--- src/rtl/spi_arbiter_if.sv ---
// Handshake bundle between the requesters, the arbiter and the SPI master.
// The master modport is the arbiter's view; slave is the environment's view.
interface spi_arbiter_if #(
  parameter int unsigned N_REQ      = 4,
  parameter int unsigned CMD_WIDTH  = 12,
  parameter int unsigned READ_WIDTH = 8
);
  logic [N_REQ*CMD_WIDTH-1:0] req_cmd;
  logic [N_REQ-1:0]           req_vld;
  logic [N_REQ-1:0]           req_rdy;
  logic [N_REQ-1:0]           rsp_vld;
  logic [READ_WIDTH-1:0]      rsp_data;
  logic                       rsp_err;
  logic [CMD_WIDTH-1:0]       m_cmd;
  logic                       m_cmd_vld;
  logic                       m_cmd_rdy;
  logic                       m_done;
  logic                       m_rd_vld;
  logic [READ_WIDTH-1:0]      m_rd_data;
  logic                       busy;

  modport master (
    input  req_cmd, req_vld, m_cmd_rdy, m_done, m_rd_vld, m_rd_data,
    output req_rdy, rsp_vld, rsp_data, rsp_err, m_cmd, m_cmd_vld, busy
  );

  modport slave (
    output req_cmd, req_vld, m_cmd_rdy, m_done, m_rd_vld, m_rd_data,
    input  req_rdy, rsp_vld, rsp_data, rsp_err, m_cmd, m_cmd_vld, busy
  );
endinterface

--- src/rtl/spi_arbiter.sv ---
// Round-robin arbiter funnelling N_REQ command requesters onto one SPI master,
// one outstanding transaction at a time, with a WAIT-state timeout.
module spi_arbiter #(
  parameter int unsigned N_REQ      = 4,
  parameter int unsigned CMD_WIDTH  = 12,
  parameter int unsigned READ_WIDTH = 8,
  parameter int unsigned TIMEOUT    = 1023
) (
  input  logic          clk,
  input  logic          rst_n,
  spi_arbiter_if.master bus
);
  localparam int unsigned IDX_W = (N_REQ > 1) ? $clog2(N_REQ) : 1;
  localparam int unsigned CNT_W = $clog2(TIMEOUT + 1);

  typedef enum logic [2:0] {IDLE, GRANT, ISSUE, WAIT, RESP} state_t;

  state_t               state;
  logic [IDX_W-1:0]     gnt_idx;
  logic [IDX_W-1:0]     last;
  logic [IDX_W-1:0]     win_idx;
  logic [CMD_WIDTH-1:0] cmd_reg;
  logic [CMD_WIDTH-1:0] win_cmd;
  logic [CNT_W-1:0]     cnt;
  logic                 is_rd;
  logic                 wait_done;

  function automatic logic [N_REQ-1:0] onehot(input logic [IDX_W-1:0] i);
    return N_REQ'(1) << i;
  endfunction

  // Search from last+1 upward with wrap; the descending loop lets the nearest candidate win.
  always_comb begin
    win_idx = last;
    for (int k = int'(N_REQ); k >= 1; k--) begin
      if (bus.req_vld[(int'(last) + k) % int'(N_REQ)]) begin
        win_idx = IDX_W'((int'(last) + k) % int'(N_REQ));
      end
    end
    win_cmd = bus.req_cmd[win_idx*CMD_WIDTH +: CMD_WIDTH];
  end

  assign is_rd     = cmd_reg[CMD_WIDTH-1];
  assign wait_done = is_rd ? bus.m_rd_vld : bus.m_done;

  // rsp_data/rsp_err double as the data and error registers: loaded on entry to RESP, cleared on exit.
  always_ff @(posedge clk or negedge rst_n) begin
    if (!rst_n) begin
      state         <= IDLE;
      gnt_idx       <= '0;
      last          <= IDX_W'(N_REQ - 1);
      cmd_reg       <= '0;
      cnt           <= '0;
      bus.req_rdy   <= '0;
      bus.rsp_vld   <= '0;
      bus.rsp_data  <= '0;
      bus.rsp_err   <= 1'b0;
      bus.m_cmd     <= '0;
      bus.m_cmd_vld <= 1'b0;
      bus.busy      <= 1'b0;
    end else begin
      case (state)
        IDLE: begin
          if (|bus.req_vld) begin
            gnt_idx     <= win_idx;
            last        <= win_idx;
            cmd_reg     <= win_cmd;
            bus.req_rdy <= onehot(win_idx);
            bus.busy    <= 1'b1;
            state       <= GRANT;
          end
        end
        GRANT: begin
          bus.req_rdy   <= '0;
          bus.m_cmd     <= cmd_reg;
          bus.m_cmd_vld <= 1'b1;
          state         <= ISSUE;
        end
        ISSUE: begin
          if (bus.m_cmd_rdy) begin
            bus.m_cmd     <= '0;
            bus.m_cmd_vld <= 1'b0;
            cnt           <= '0;
            state         <= WAIT;
          end
        end
        WAIT: begin
          if (wait_done) begin
            bus.rsp_data <= is_rd ? bus.m_rd_data : '0;
            bus.rsp_err  <= 1'b0;
            bus.rsp_vld  <= onehot(gnt_idx);
            state        <= RESP;
          end else if (cnt == CNT_W'(TIMEOUT - 1)) begin
            bus.rsp_data <= '0;
            bus.rsp_err  <= 1'b1;
            bus.rsp_vld  <= onehot(gnt_idx);
            state        <= RESP;
          end else begin
            cnt <= cnt + CNT_W'(1);
          end
        end
        RESP: begin
          bus.rsp_vld  <= '0;
          bus.rsp_data <= '0;
          bus.rsp_err  <= 1'b0;
          bus.busy     <= 1'b0;
          state        <= IDLE;
        end
        default: state <= IDLE;
      endcase
    end
  end
endmodule

--- src/flat_wrapper.sv ---
// flat-port wrapper written by rule: the top's interface ports become plain ports
module spi_arbiter_flat 
#(
  parameter int unsigned N_REQ      = 4,
  parameter int unsigned CMD_WIDTH  = 12,
  parameter int unsigned READ_WIDTH = 8,
  parameter int unsigned TIMEOUT    = 1023
)
  (clk, rst_n, bus_req_cmd, bus_req_vld, bus_m_cmd_rdy, bus_m_done, bus_m_rd_vld, bus_m_rd_data, bus_req_rdy, bus_rsp_vld, bus_rsp_data, bus_rsp_err, bus_m_cmd, bus_m_cmd_vld, bus_busy);
  spi_arbiter_if #(.N_REQ(N_REQ), .CMD_WIDTH(CMD_WIDTH), .READ_WIDTH(READ_WIDTH)) bus_i ();
  input  logic clk;
  input  logic rst_n;
  input wire logic [$bits(bus_i.req_cmd)-1:0] bus_req_cmd;
  input wire logic [$bits(bus_i.req_vld)-1:0] bus_req_vld;
  input wire logic [$bits(bus_i.m_cmd_rdy)-1:0] bus_m_cmd_rdy;
  input wire logic [$bits(bus_i.m_done)-1:0] bus_m_done;
  input wire logic [$bits(bus_i.m_rd_vld)-1:0] bus_m_rd_vld;
  input wire logic [$bits(bus_i.m_rd_data)-1:0] bus_m_rd_data;
  output wire logic [$bits(bus_i.req_rdy)-1:0] bus_req_rdy;
  output wire logic [$bits(bus_i.rsp_vld)-1:0] bus_rsp_vld;
  output wire logic [$bits(bus_i.rsp_data)-1:0] bus_rsp_data;
  output wire logic [$bits(bus_i.rsp_err)-1:0] bus_rsp_err;
  output wire logic [$bits(bus_i.m_cmd)-1:0] bus_m_cmd;
  output wire logic [$bits(bus_i.m_cmd_vld)-1:0] bus_m_cmd_vld;
  output wire logic [$bits(bus_i.busy)-1:0] bus_busy;
  assign bus_i.req_cmd = bus_req_cmd;
  assign bus_i.req_vld = bus_req_vld;
  assign bus_i.m_cmd_rdy = bus_m_cmd_rdy;
  assign bus_i.m_done = bus_m_done;
  assign bus_i.m_rd_vld = bus_m_rd_vld;
  assign bus_i.m_rd_data = bus_m_rd_data;
  assign bus_req_rdy = bus_i.req_rdy;
  assign bus_rsp_vld = bus_i.rsp_vld;
  assign bus_rsp_data = bus_i.rsp_data;
  assign bus_rsp_err = bus_i.rsp_err;
  assign bus_m_cmd = bus_i.m_cmd;
  assign bus_m_cmd_vld = bus_i.m_cmd_vld;
  assign bus_busy = bus_i.busy;
  spi_arbiter #(.N_REQ(N_REQ), .CMD_WIDTH(CMD_WIDTH), .READ_WIDTH(READ_WIDTH), .TIMEOUT(TIMEOUT)) u_core (.clk(clk), .rst_n(rst_n), .bus(bus_i));
endmodule
--- config.mk ---
export PLATFORM = sky130hd
export DESIGN_NAME = spi_arbiter_flat
export DESIGN_NICKNAME = d
export VERILOG_FILES = /design/src/rtl/spi_arbiter_if.sv /design/src/rtl/spi_arbiter.sv /design/src/flat_wrapper.sv
export SDC_FILE = /design/constraint.sdc
export NUM_CORES = 1
export LEC_CHECK = 0
export ABC_CLOCK_PERIOD_IN_PS = 4600
export BUFFER_PORTS_ARGS = -buffer_cell sky130_fd_sc_hd__buf_4
export CAP_MARGIN = 20
export CORE_MARGIN = 3
export CORE_UTILIZATION = 55
export CTS_CLUSTER_SIZE = 12
export DETAILED_ROUTE_END_ITERATION = 8
export GPL_ROUTABILITY_DRIVEN = 0
export PLACE_DENSITY = 0.94
export SLEW_MARGIN = 0
export SYNTH_ARGS = -nofsm -noshare
export SYNTH_HDL_FRONTEND = slang
export SYNTH_SLANG_ARGS = --single-unit
--- constraint.sdc ---
create_clock -name clk -period 4.6 [get_ports clk]
set_clock_uncertainty 0.05 [all_clocks]
set_input_delay 0.69 -clock clk [delete_from_list [all_inputs] [get_ports clk]]
set_output_delay 0.69 -clock clk [all_outputs]
set_load 0.01 [all_outputs]
# Word level (Yosys, flattened, before mapping)
# Cells that the tools add are included.
dict set report word_totals {
  out_inout_bits 31
  ff_bits 60
  wordCells 101
  inputBits 65
}
dict set report classes {
  bitwise_logic 4
  mux 44
  n_reduce_logical 18
  multipliers 1
  eq_ne 10
  n_lt_le_gt_ge 4
  add_sub_neg 5
  shift 3
}
# cell count
set op_table {}
lappend op_table {{variable part select 48 x 7 -> 12 bit} 1}
lappend op_table {{two-way mux 10 bit} 3}
lappend op_table {{two-way mux 8 bit} 3}
lappend op_table {{case mux 12 bit (2 select lines)} 1}
lappend op_table {{case mux 10 bit (2 select lines)} 1}
lappend op_table {{less-than comparator 3 x 4 -> 1 bit (second input constant)} 4}
lappend op_table {{case mux 4 bit (2 select lines)} 2}
lappend op_table {{case mux 8 bit (2 select lines)} 1}
lappend op_table {{two-way mux 1 bit} 13}
lappend op_table {{two-way mux 12 bit} 1}
lappend op_table {{two-way mux 3 bit} 4}
lappend op_table {{two-way mux 4 bit} 3}
lappend op_table {{case mux 3 bit (4 select lines)} 1}
lappend op_table {{adder 10 x 1 -> 10 bit (second input constant)} 1}
lappend op_table {{equality test 10 bit (second input constant)} 1}
lappend op_table {{AND reduction 2 bit} 5}
lappend op_table {{nonzero test 2 bit} 5}
lappend op_table {{binary-select mux 1 bit (select 2 bit)} 4}
lappend op_table {{two-way mux 2 bit} 4}
lappend op_table {{OR reduction 2 bit} 4}
lappend op_table {{<< shifter 1 x 2 -> 4 bit (first input constant)} 2}
lappend op_table {{equality test 3 x 2 -> 1 bit (second input constant)} 2}
lappend op_table {{!= test 2 bit (second input constant)} 3}
lappend op_table {{case mux 1 bit (2 select lines)} 3}
lappend op_table {{12 further kinds} 17}

# Longest topological paths before layout
# Gate-level depths: netlist of the first run.
dict set report depth {
  ltp_word 13
  mapped_depth 8
  ltp_nobuf 7
}

# Least setup slack after synthesis of the first run
# Ideal clock, no wire load.
dict set report synth_timing {
  path_kind {input -> register}
  from {input port bus_req_vld[3]}
  to {register u_core.cmd_reg[6]}
  setup_ps 132
  stages 7
  n_path_buf 2
  t_required_ps 4418
  arrival_time_ps 1917
  slack_ps 2501
  path_cell_list {nor4_1 -> or4_1 -> buf_2 -> buf_6 -> and2_4 -> a221o_1 -> o2bb2ai_1}
}
dict set report synth_between {
  elab_chain_cells 9
  elab_cells_between_ends 20
  classes_between {mul: 1; shift: 1; mux: 16; reduce/logical: 2}
}
# element line
set synth_lines {}
lappend synth_lines {{start: declaration} flat_wrapper.sv:14} ;# input wire logic [$bits(bus_i.req_vld)-1:0] bus_req_vld;
lappend synth_lines {{binary-select mux 1 bit (select 2 bit)} spi_arbiter.sv:36} ;# if (bus.req_vld[(int'(last) + k) % int'(N_REQ)]) begin
lappend synth_lines {{two-way mux 1 bit (not written as such) (2 in series)} spi_arbiter.sv:36}
lappend synth_lines {{two-way mux 2 bit (4 in series)} spi_arbiter.sv:36}
lappend synth_lines {{multiplier 2 x 2 -> 4 bit} spi_arbiter.sv:40} ;# win_cmd = bus.req_cmd[win_idx*CMD_WIDTH +: CMD_WIDTH];
lappend synth_lines {{variable part select 48 x 7 -> 12 bit} spi_arbiter.sv:40}
lappend synth_lines {{end signal: assignment} spi_arbiter.sv:67} ;# cmd_reg <= win_cmd;
lappend synth_lines {{end: declaration} spi_arbiter.sv:22} ;# logic [CMD_WIDTH-1:0] cmd_reg;
# Parallel ways exist; a longest one is shown, timed or not. The select of a mux whose other input is x is not followed.
# A chain may end at the register's enable or synchronous reset.

# Worst setup path in the final report of the first run
dict set report layout_timing {
  from {input port bus_req_vld[3]}
  to {register u_core.bus.req_rdy[2]}
}
dict set report layout_between {
  elab_chain_cells 10
  elab_cells_between_ends 22
  classes_between {eq/ne: 1; shift: 1; mux: 18; reduce/logical: 2}
}
# element line
set layout_lines {}
lappend layout_lines {{binary-select mux 1 bit (select 2 bit)} spi_arbiter.sv:36}
lappend layout_lines {{two-way mux 1 bit (not written as such) (2 in series)} spi_arbiter.sv:36}
lappend layout_lines {{two-way mux 2 bit (4 in series)} spi_arbiter.sv:36}
lappend layout_lines {{<< shifter 1 x 2 -> 4 bit} spi_arbiter.sv:29} ;# return N_REQ'(1) << i;
lappend layout_lines {{two-way mux 4 bit} spi_arbiter.sv:64} ;# if (|bus.req_vld) begin
lappend layout_lines {{case mux 4 bit (2 select lines)} spi_arbiter.sv:62} ;# case (state)
lappend layout_lines {{end signal: assignment} spi_arbiter.sv:68} ;# bus.req_rdy <= onehot(win_idx);
lappend layout_lines {{end: declaration} spi_arbiter_if.sv:24} ;# output req_rdy, rsp_vld, rsp_data, rsp_err, m_cmd, m_cmd_vld, busy
# Parallel ways exist; a longest one is shown, timed or not. The select of a mux whose other input is x is not followed.

==> impl_summary.log, run 1 <==
INFO  metric drive_above_1_share = 31.0%
INFO  metric wl_met2 = 3660 um
INFO  metric post_synth.cell_area_avg = 10.8 um2
INFO  metric count_of_flip_flops_with_a_built_in_enable_after_synthesis = 0
INFO  metric period_minus_slack = 2.57 ns
INFO  metric postSynthCellCount = 277
INFO  metric synthesis_warning_total = 0
INFO  metric core_outline_area = 5170 um2
INFO  metric p_seq_share = 38.4%
INFO  metric port_buffers = 95
INFO  metric hold_viol_final = 0
INFO  metric path_class = input port to flip-flop
INFO  metric antenna_found_initial = 0
INFO  metric place_hpwl = 5330 um
INFO  metric htreeDepth = 3
INFO  metric launch_instance_of_the_worst_register_to_register_path = u_core.cnt[0]
INFO  metric initial_utilization = 57.6%
INFO  metric number_of_max_cap_violations = 0
INFO  metric yosys-top-cells-area = dfrtp_1 49%, a22o_1 6.2%, mux2i_1 5.4%
INFO  metric grt_use_total = 25.9%
INFO  metric timing.final.ws_setup = 2.03 ns
INFO  metric num_vias = 2626
INFO  metric clock_power_share = 17.8%
INFO  metric cts.root.buffer_cell = clkbuf_8
INFO  metric run_status = complete, no violations
INFO  metric crit_start = bus_req_vld[3]
INFO  metric floorplan.die_area = 6340 um2
INFO  metric floorplan_die_height = 79.6 um
INFO  metric post_synthesis_compound_gate_area_fraction = 23.0%
INFO  metric muxShareOfSynthArea = 5.75%
INFO  metric pre_cts_ws = 1.77 ns
INFO  metric route.detailed.drc = 0
INFO  metric tightest_slew = 0.830 ns
INFO  metric worstSkewPairLatency = 0.33 ns
INFO  metric routed_wire_length_per_instance = 17.0 um
INFO  metric power_per_cell_area = 584 nW/um2
INFO  metric crit_path_max_fanout = 28
INFO  metric synth_ff_type = dfrtp_1
INFO  metric pwr-share-comb = 43.7%
INFO  metric cts.clk_slew.worst_paths = 0.06 ns
INFO  metric area_growth = 30.0%
INFO  metric synth_fa_ha_area_share = 0.839%
INFO  metric clock.fmax = 388 MHz
INFO  metric drt-total-wl = 7560 um
INFO  metric final_worst_path_cycle_share = 56.0%
INFO  metric pint = 0.00140 W
INFO  metric final_nets = 436
INFO  metric synth_async_sr_flop_share = 100%
INFO  metric design.portCount = 96
INFO  metric synth_largest_area_cell = dfrtp_1
INFO  metric grt_first_pass_wirelength = 12500 um
INFO  metric topRoutingLayerUsed = met4
INFO  metric post_synthesis_cell_area = 2980 um2
INFO  metric via_per_inst = 5.91
INFO  metric post-layout-total-power = 0.00226 W
INFO  metric worst_relative_slew_slack = 44.7%
INFO  metric clock_sinks = 60
INFO  metric placementRows = 26
INFO  metric rsz0062_at_grt = false
INFO  metric synth_top_cell_area_share = 48.7%
INFO  metric antenna_cells = 0
INFO  metric power.net_switching = 0.000861 W
INFO  metric cp_data_arrival_time = 2.74 ns
INFO  metric dominant_combinational_cell_family_by_area_after_synthesis = compound AO/OA/AOI/OAI gates
INFO  metric vdd_drop_max = 370 uV
INFO  metric ctsLongestPathBuffers = 2
INFO  metric sum_of_negative_setup_slack = 0 ns
INFO  metric post_synthesis_share_of_cell_area_spent_on_and_or_nand_and_nor_gates = 14.3%
INFO  metric postCtsResizedCells = 0
INFO  metric cp-end-kind = flip-flop
INFO  metric switching_share = 38.1%
INFO  metric hold_path_class = input port to async pin
INFO  metric worst-r2r-cell-count = 7
INFO  metric cts_tree = done
INFO  metric p_leak = 1.91 nW
INFO  metric die_width = 79.6 um
INFO  metric timing.final.max_slew_violations = 0
INFO  metric cts-buffers-inserted = 9
INFO  metric met1_length = 3120 um
INFO  metric synth_cell_type_count = 40
INFO  metric ant_nets = 0
INFO  metric wl_met3 = 690 um
INFO  metric grt_pass1_vias = 2606
INFO  metric whs = 0.356 ns
INFO  metric holdBufCountCts = 0
INFO  metric cts.repair_timing.setup_buffer_count = 0
INFO  metric synth.ff_latch_count = 60
INFO  metric yosys.area_share.xor_xnor = 2.06%
INFO  metric initialDrtViolationCount = 174
INFO  metric setup_viol = 0
INFO  metric required = 4.77 ns
INFO  metric synth_fp_nets = 344
INFO  metric startpoint_type = input port
INFO  metric globalRouteOverflowTotal = 0
INFO  metric grt_start_max_net_pins = 61
INFO  metric synth.yosys.seq_area_share = 50.4%
INFO  metric detail_route.first_pass.iterations = 5
==> layer usage <==
layer / vias to the layer above / global-route usage [%]
li1: 1226 / -
met3: 11 / 10.4
met2: 123 / 40.8
met4: 0 / 8.59
met5: - / 0
met1: 1266 / 32.3
==> cell type report <==
cell class | instances | area (um2)
timing repair buffer | 97 | 728
tap | 70 | 87.6
fill | 368 | 1300
clock inverter | 2 | 10.0
clock buffer | 14 | 153
sequential | 60 | 1500
inverter | 6 | 22.5
multi-input combinational | 195 | 1370
==> kinds of logic (layout without fill, tap and decap cells) <==
family / count (synthesis) / after routing
XOR/XNOR: 7 / 7
buffers and inverters: 22 / 119
multiplexers: 17 / 17
adder cells (fa/ha/maj): 2 / 2
flip-flops: 60 / 60
AO/OA/AOI/OAI: 88 / 88
AND/OR/NAND/NOR: 81 / 81
==> placed cells by master (no fill, tap or decap), drive strengths merged <==
cell type and instances:
o21bai 12, a21oi 6, o22ai 1, or4 1, o21a 2, dfstp 2, nor3 4, nand3b 3
a211oi 1, a31o 1, o32a 1, mux2 1, inv 6, xor2 3, o21ai 14, o2bb2ai 12
a22oi 1, nand2 21, xnor2 4, a22o 21, nor4 3, nand3 5, a21o 3, a221o 13
or3 1, dfrtp 58, and3 3, mux2i 16, nor3b 2, buf 97, clkbuf 14, nand4 5
nor2 16, nand2b 1, clkinv 2, and3b 1, and2 13, ha 2, and4 2
==> power groups by stage <==
stage,registers [W],clock network (W),logic (W)
detailed placement,0.000871,0,0.000987
global route,0.000894,0.000443,0.00109
finish,0.000869,0.000404,0.000989
global placement,0.000865,0,0.000950
CTS,0.000866,0.000414,0.000995
floorplan,0.000869,0,0.000631
==> worst max-delay path, stage by stage <==
cell    delay, ns
buf_4        0.13
nor4_1       0.63
or4_1        0.76
nor2_1       0.23
a22o_1       0.29
==> worst paths after layout <==
check                                         end  slack [ns]
max                         u_core.bus.req_rdy[2]        2.03
min                                 u_core.cnt[7]        0.36
max reg2reg                u_core.bus.rsp_data[1]        2.07
min reg2reg                         u_core.cnt[9]        0.42
max in group asynchronous  u_core.bus.rsp_data[2]        3.66
min in group clk                    u_core.cnt[9]        0.42
==> stage by stage <==
step / utilization, % / instance area (um2) / std cells
after floorplan: - / 2980 / 277
after global placement: 71.8 / 3710 / 428
after detailed placement: 71.8 / 3710 / 428
after CTS: 74.9 / 3870 / 444
after global routing: 74.9 / 3870 / 444
final: 74.9 / 3870 / 444
==> synthesized netlist by cell type, drive strengths merged (2+ instances only) <==
master / n
dfrtp: 58
a22o: 21
nand2: 21
mux2i: 16
nor2: 16
o21ai: 14
a221o: 13
and2: 13
o21bai: 12
o2bb2ai: 12
buf: 10
a21oi: 6
clkbuf: 6
inv: 6
nand3: 5
nand4: 5
nor3: 4
xnor2: 4
a21o: 3
and3: 3
nand3b: 3
nor4: 3
xor2: 3
and4: 2
dfstp: 2
ha: 2
nor3b: 2
o21a: 2
No activity file was read; power rests on OpenSTA's default activity.
==> run 2, diff against run 1 <==
- ABC_CLOCK_PERIOD_IN_PS: 4600 -> 2400
- CORE_UTILIZATION: 55 -> 51
- PLACE_DENSITY: 0.94 -> 0.88
- clock period: 4.6 -> 2.4 ns (I/O delays scaled with it)
==> impl_summary.log, run 2 (synthesis results as in run 1) <==
INFO  metric reg2reg_to = u_core.cmd_reg[4] (was u_core.bus.rsp_data[1])
INFO  metric worst-r2r-cell-count = 7 (unchanged)
INFO  metric ff2ff_setup_slack = 0.38 ns (was 2.07 ns)
INFO  metric topRoutingLayerUsed = met4 (unchanged)
INFO  metric postCtsResizedCells = 0 (unchanged)
INFO  metric core_outline_area = 5570 um2 (was 5170 um2)
INFO  metric finish.cell_count_without_fillers = 456 (was 444)
INFO  metric design.portCount = 96 (unchanged)
INFO  metric vdd_drop_max = 657 uV (was 370 uV)
INFO  metric initialDrtViolationCount = 170 (was 174)
INFO  metric cp_data_arrival_time = 2.19 ns (was 2.74 ns)
INFO  metric htreeDepth = 3 (unchanged)
INFO  metric cp-end-kind = flip-flop (unchanged)
INFO  metric timing.final.max_slew_violations = 0 (unchanged)
INFO  metric placementRows = 27 (was 26)
INFO  metric grt_pass1_vias = 2677 (was 2606)
INFO  metric path_class = flip-flop to flip-flop (was input port to flip-flop)
INFO  metric cts.clk_slew.worst_paths = 0.07 ns (was 0.06 ns)
INFO  metric startpoint_type = flip-flop (was input port)
INFO  metric hold_viol_final = 0 (unchanged)
INFO  metric clock_power_share = 21.4% (was 17.8%)
INFO  metric power_per_cell_area = 1150 nW/um2 (was 584 nW/um2)
INFO  metric rsz0062_at_grt = false (unchanged)
INFO  metric cts.repair_timing.setup_buffer_count = 0 (unchanged)
INFO  metric port_buffers = 95 (unchanged)
INFO  metric crit_path_max_fanout = 26 (was 28)
INFO  metric route.detailed.drc = 0 (unchanged)
INFO  metric final_worst_path_cycle_share = 84.3%
INFO  metric pwr-share-comb = 43.4% (was 43.7%)
INFO  metric cts-buffers-inserted = 9 (unchanged)
INFO  metric initial_utilization = 53.5% (was 57.6%)
INFO  metric layout.cells.most_common = buf_4 (unchanged)
INFO  metric floorplan.die_area = 6800 um2 (was 6340 um2)
INFO  metric holdBufCountCts = 0 (unchanged)
INFO  metric clock_sinks = 60 (unchanged)
INFO  metric tightest_slew = 0.855 ns (was 0.830 ns)
INFO  metric worst_relative_slew_slack = 42.5% (was 44.7%)
INFO  metric final_nets = 446 (was 436)
INFO  metric worstSkewPairLatency = 0.33 ns (about the same)
INFO  metric number_of_max_cap_violations = 0 (unchanged)
INFO  metric wl_met3 = 534 um (was 690 um)
INFO  metric met1_length = 3120 um (about the same)
INFO  metric grt_use_total = 24.0% (was 25.9%)
INFO  metric ant_nets = 0 (unchanged)
INFO  metric power.net_switching = 0.00167 W (was 0.000861 W)
INFO  metric run_status = complete, no violations (unchanged)
INFO  metric switching_share = 36.0% (was 38.1%)
INFO  metric launch_instance_of_the_worst_register_to_register_path = u_core.last[1] (was u_core.cnt[0])
INFO  metric antenna_found_initial = 0 (unchanged)
INFO  metric floorplan_die_height = 82.5 um (was 79.6 um)
INFO  metric routed_wire_length_per_instance = 16.8 um (was 17.0 um)
INFO  metric drt-total-wl = 7650 um (was 7560 um)
INFO  metric clock.fmax = 494 MHz
INFO  metric detail_route.first_pass.iterations = 5 (unchanged)
INFO  metric via_per_inst = 5.84 (was 5.91)
INFO  metric setup_viol = 0 (unchanged)
INFO  metric hold_path_class = input port to async pin (unchanged)
INFO  metric cts_tree = done (unchanged)
INFO  metric num_vias = 2663 (was 2626)
INFO  metric antenna_cells = 0 (unchanged)
INFO  metric drive_above_1_share = 33.6% (was 31.0%)
INFO  metric period_minus_slack = 2.02 ns
INFO  metric die_width = 82.5 um (was 79.6 um)
INFO  metric cts.root.buffer_cell = clkbuf_8 (unchanged)
INFO  metric wl_met2 = 3850 um (was 3660 um)
INFO  metric grt_start_max_net_pins = 61 (unchanged)
INFO  metric required = 2.57 ns (was 4.77 ns)
INFO  metric n_fill_cell = 423 (was 368)
INFO  metric globalRouteOverflowTotal = 0 (unchanged)
INFO  metric p_leak = 1.99 nW (was 1.91 nW)
INFO  metric post-place-cells = 440 (was 428)
INFO  metric place_hpwl = 5530 um (was 5330 um)
INFO  metric sum_of_negative_setup_slack = 0 ns (unchanged)
INFO  metric ctsLongestPathBuffers = 2 (unchanged)
INFO  metric most-common-layout-cells = 107 x buf_4, 58 x dfrtp_1, 21 x nand2_1, 21 x a22o_1 (was 97 x buf_4, 58 x dfrtp_1, 21 x nand2_1, 21 x a22o_1)
INFO  metric p_seq_share = 35.3% (was 38.4%)
INFO  metric area_growth = 34.4% (was 30.0%)
INFO  metric pint = 0.00296 W (was 0.00140 W)
INFO  metric grt_first_pass_wirelength = 12300 um (was 12500 um)
[run 2: cell types whose count changed in the layout (fill, tap and decap cells not counted)]
cell	previous run	this run
clkinv_2	2	3
clkbuf_1	4	1
bufinv_16	0	2
buf_4	97	107
[run 2: critical path, stage by stage (launching register included)]
cell and delay [ns]:
dfstp_2 0.59, mux2i_1 0.11, a21oi_1 0.20, o21a_1 0.14, buf_4 0.30, buf_4 0.20, mux2i_1 0.21, o2bb2ai_1 0.09
[run 2: worst max-delay path by stage]
stage | start | cells after the start | slack [ns] | to
after floorplan | u_core.state[1] | 7 | 0.50 | u_core.cmd_reg[6]
after global routing | u_core.last[0] | 7 | 0.23 | u_core.cmd_reg[4]
after global placement | bus_req_vld[3] | 7 | 0.40 | u_core.cmd_reg[4]
after detailed placement | bus_req_vld[3] | 7 | 0.28 | u_core.cmd_reg[3]
final | u_core.last[1] | 7 | 0.38 | u_core.cmd_reg[4]
after CTS | u_core.last[0] | 7 | 0.39 | u_core.cmd_reg[4]
[run 2: metrics by stage]
stage | setup WS, ns | power [W] | hold slack (ns) | utilization, % | cell area (um2)
3_5_place_dp | 0.280 | 0.00365 | 0.410 | 68.0 | 3790
2_1_floorplan | 0.500 | 0.00288 | 0.0144 | - | 2980
4_1_cts | 0.385 | 0.00465 | 0.0649 | 71.9 | 4010
6_report | 0.377 | 0.00463 | 0.0486 | 71.9 | 4010
5_1_grt | 0.234 | 0.00494 | 0.0899 | 71.9 | 4010
3_3_place_gp | 0.398 | 0.00356 | 0.408 | 68.0 | 3790
[run 2: area by class of cell]
class / count / area (um2) / area share (%)
clock buffers: 11 / 141 / 3.53
clock inverters: 5 / 75.1 / 1.87
inverters: 6 / 22.5 / 0.562
multi-input cells: 195 / 1370 / 34.2
flip-flops and latches: 60 / 1500 / 37.5
well taps: 72 / 90.1 / 2.25
repair buffers: 107 / 803 / 20.0
[run 2: layer usage]
metal,vias up,track usage [%]
met3,13,5.10
met2,109,41.7
met4,0,11.3
met5,-,0
li1,1243,-
met1,1298,28.2
[run 2: power by group through the flow]
| stage | Combinational, W | Sequential, W | Clock (W) |
|---|---|---|---|
| after floorplan | 0.00121 | 0.00167 | 0 |
| after global placement | 0.00194 | 0.00163 | 0 |
| after detailed placement | 0.00201 | 0.00164 | 0 |
| after CTS | 0.00202 | 0.00163 | 0.00100 |
| after global routing | 0.00221 | 0.00168 | 0.00105 |
| final | 0.00201 | 0.00163 | 0.000989 |
==> run 3, diff against run 2 <==
- ABC_CLOCK_PERIOD_IN_PS: 2400 -> 1900
- clock period: 2.4 -> 1.9 ns (I/O delays scaled with it)
==> impl_summary.log, run 3 (synthesis results as in run 1) <==
INFO  metric run_status = complete, no violations (unchanged)
INFO  metric grt_pass1_vias = 2709 (was 2677)
INFO  metric antenna_found_initial = 0 (unchanged)
INFO  metric most-common-layout-cells = 111 x buf_4, 58 x dfrtp_1, 21 x nand2_1, 21 x a22o_1, 16 x nor2_1 (was 107 x buf_4, 58 x dfrtp_1, 21 x nand2_1, 21 x a22o_1)
INFO  metric floorplan_die_height = 82.5 um (unchanged)
INFO  metric clock.fmax = 531 MHz (was 494 MHz)
INFO  metric p_leak = 2.03 nW (was 1.99 nW)
INFO  metric num_vias = 2767 (was 2663)
INFO  metric crit_path_max_fanout = 13 (was 26)
INFO  metric place_hpwl = 5600 um (was 5530 um)
INFO  metric clock_sinks = 60 (unchanged)
INFO  metric routed_wire_length_per_instance = 17.9 um (was 16.8 um)
INFO  metric period_minus_slack = 1.88 ns (was 2.02 ns)
INFO  metric die_width = 82.5 um (unchanged)
INFO  metric drive_above_1_share = 37.2% (was 33.6%)
INFO  metric placementRows = 27 (unchanged)
INFO  metric sum_of_negative_setup_slack = 0 ns (unchanged)
INFO  metric ff_latch_area = 1500 um2 (unchanged)
INFO  metric path_class = flip-flop to flip-flop (unchanged)
INFO  metric floorplan.die_area = 6800 um2 (unchanged)
INFO  metric hold_path_class = input port to flip-flop (was input port to async pin)
INFO  metric detail_route.first_pass.iterations = 4 (was 5)
INFO  metric htreeDepth = 3 (unchanged)
INFO  metric drt-total-wl = 8300 um (was 7650 um)
INFO  metric number_of_max_cap_violations = 0 (unchanged)
INFO  metric core_outline_area = 5570 um2 (unchanged)
INFO  metric area_growth = 38.7% (was 34.4%)
INFO  metric rsz0062_at_grt = true (was false)
INFO  metric grt_start_max_net_pins = 61 (unchanged)
INFO  metric initial_utilization = 53.5% (unchanged)
INFO  metric power_per_cell_area = 1470 nW/um2 (was 1150 nW/um2)
INFO  metric worstSkewPairLatency = 0.34 ns (was 0.33 ns)
INFO  metric antenna_cells = 0 (unchanged)
INFO  metric end_of_flow_core_utilization = 74.2% (was 71.9%)
INFO  metric route.detailed.drc = 0 (unchanged)
INFO  metric cts_tree = done (unchanged)
INFO  metric cts.root.buffer_cell = clkbuf_8 (unchanged)
INFO  metric layout.cells.most_common = buf_4 (unchanged)
INFO  metric cp-end-kind = flip-flop (unchanged)
INFO  metric vdd_drop_max = 771 uV (was 657 uV)
INFO  metric final_nets = 454 (was 446)
INFO  metric multiInputGateArea = 1430 um2 (was 1370 um2)
INFO  metric port_buffers = 95 (unchanged)
INFO  metric grt_first_pass_wirelength = 12600 um (was 12300 um)
INFO  metric globalRouteOverflowTotal = 0 (unchanged)
INFO  metric n_fill_cell = 383 (was 423)
INFO  metric grt_use_total = 24.5% (was 24.0%)
INFO  metric final_worst_path_cycle_share = 99.1% (was 84.3%)
INFO  metric initialDrtViolationCount = 111 (was 170)
INFO  metric startpoint_type = flip-flop (unchanged)
INFO  metric tightest_slew = 0.734 ns (was 0.855 ns)
INFO  metric cts.clk_slew.worst_paths = 0.07 ns (about the same)
INFO  metric design.portCount = 96 (unchanged)
INFO  metric worst_relative_slew_slack = 51.0% (was 42.5%)
INFO  metric whs = 0.115 ns (was 0.0486 ns)
INFO  metric cts-buffers-inserted = 9 (unchanged)
INFO  metric timing.final.max_slew_violations = 0 (unchanged)
INFO  metric cp_data_arrival_time = 2.05 ns (was 2.19 ns)
INFO  metric ant_nets = 0 (unchanged)
INFO  metric required = 2.07 ns (was 2.57 ns)
INFO  metric hold_viol_final = 0 (unchanged)
INFO  metric setup_viol = 0 (unchanged)
INFO  metric ctsLongestPathBuffers = 2 (unchanged)
INFO  metric via_per_inst = 5.96 (was 5.84)
==> run 3: cell types whose count changed in the layout (fill, tap and decap cells not counted), moves of 2 or more <==
cell / change
mux2i_1: -3
buf_4: +4
a21oi_2: +2
mux2i_2: +3
a21oi_1: -2
nor4_1: -2
nor4_2: +2
==> run 3: through the flow <==
stage,power [W],setup WS [ns],instances,area (um2)
after global placement,0.00459,0.0582,443,3830
after detailed placement,0.00469,-0.0123,443,3830
after CTS,0.00592,0.00246,462,4070
final,0.00610,0.0169,464,4140
after global routing,0.00646,-0.00980,464,4140
after floorplan,0.00366,0.00465,277,2990
==> run 3: final timing paths <==
kind	startpoint	to	slack [ns]	depth (start not counted)
max reg2reg	u_core.last[1]	u_core.cmd_reg[8]	0.02	6
max in group asynchronous	rst_n	u_core.cnt[5]	0.81	2
min	bus_m_rd_data[4]	u_core.bus.rsp_data[4]	0.12	2
max	u_core.last[1]	u_core.cmd_reg[8]	0.02	6
min in group asynchronous	rst_n	u_core.bus.m_cmd[10]	0.50	2
min reg2reg	u_core.cnt[9]	u_core.cnt[9]	0.43	1
==> run 3: worst max-delay path, cell delays in order, from the launching register on <==
cell and delay (ns):
dfstp_2 0.56, mux2i_2 0.26, a21oi_2 0.10, o21a_4 0.17, buf_12 0.15, a221o_1 0.32
o2bb2ai_2 0.14
==> run 3: area by class of cell <==
type,count,share of cell area [%]
flip-flops and latches,60,36.4
multi-input cells,196,34.5
repair buffers,114,21.5
clock buffers,12,3.75
well taps,72,2.18
clock inverters,4,1.15
inverters,6,0.545
==> run 3: per-layer routing <==
metal / part of all wire [%] / wire length [um] / vias to the layer above / GRT usage, %
met5: 0 / 0 / - / 0
li1: - / - / 1261 / -
met4: 1.7 / 143 / 0 / 12.5
met3: 9.9 / 819 / 17 / 6.07
met2: 49 / 4060 / 140 / 40.4
met1: 39 / 3270 / 1349 / 29.8
==> run 3: power by group <==
part / leakage (nW) / total, W / internal (W) / switching (W)
clock: 0.102 / 0.00117 / 0.000673 / 0.000499
combinational: 1.14 / 0.00287 / 0.00143 / 0.00145
sequential: 0.795 / 0.00205 / 0.00173 / 0.000324
total: 2.03 / 0.00610 / 0.00383 / 0.00227
==> run 3: repair_timing <==
item	4_1_cts	5_1_grt
gates cloned	0	2
gates resized for setup	2	9
endpoints found under the setup margin	8	14
buffers inserted	2	0
pin swaps	0	2
hold endpoints to repair	58	0
hold buffers	1	0
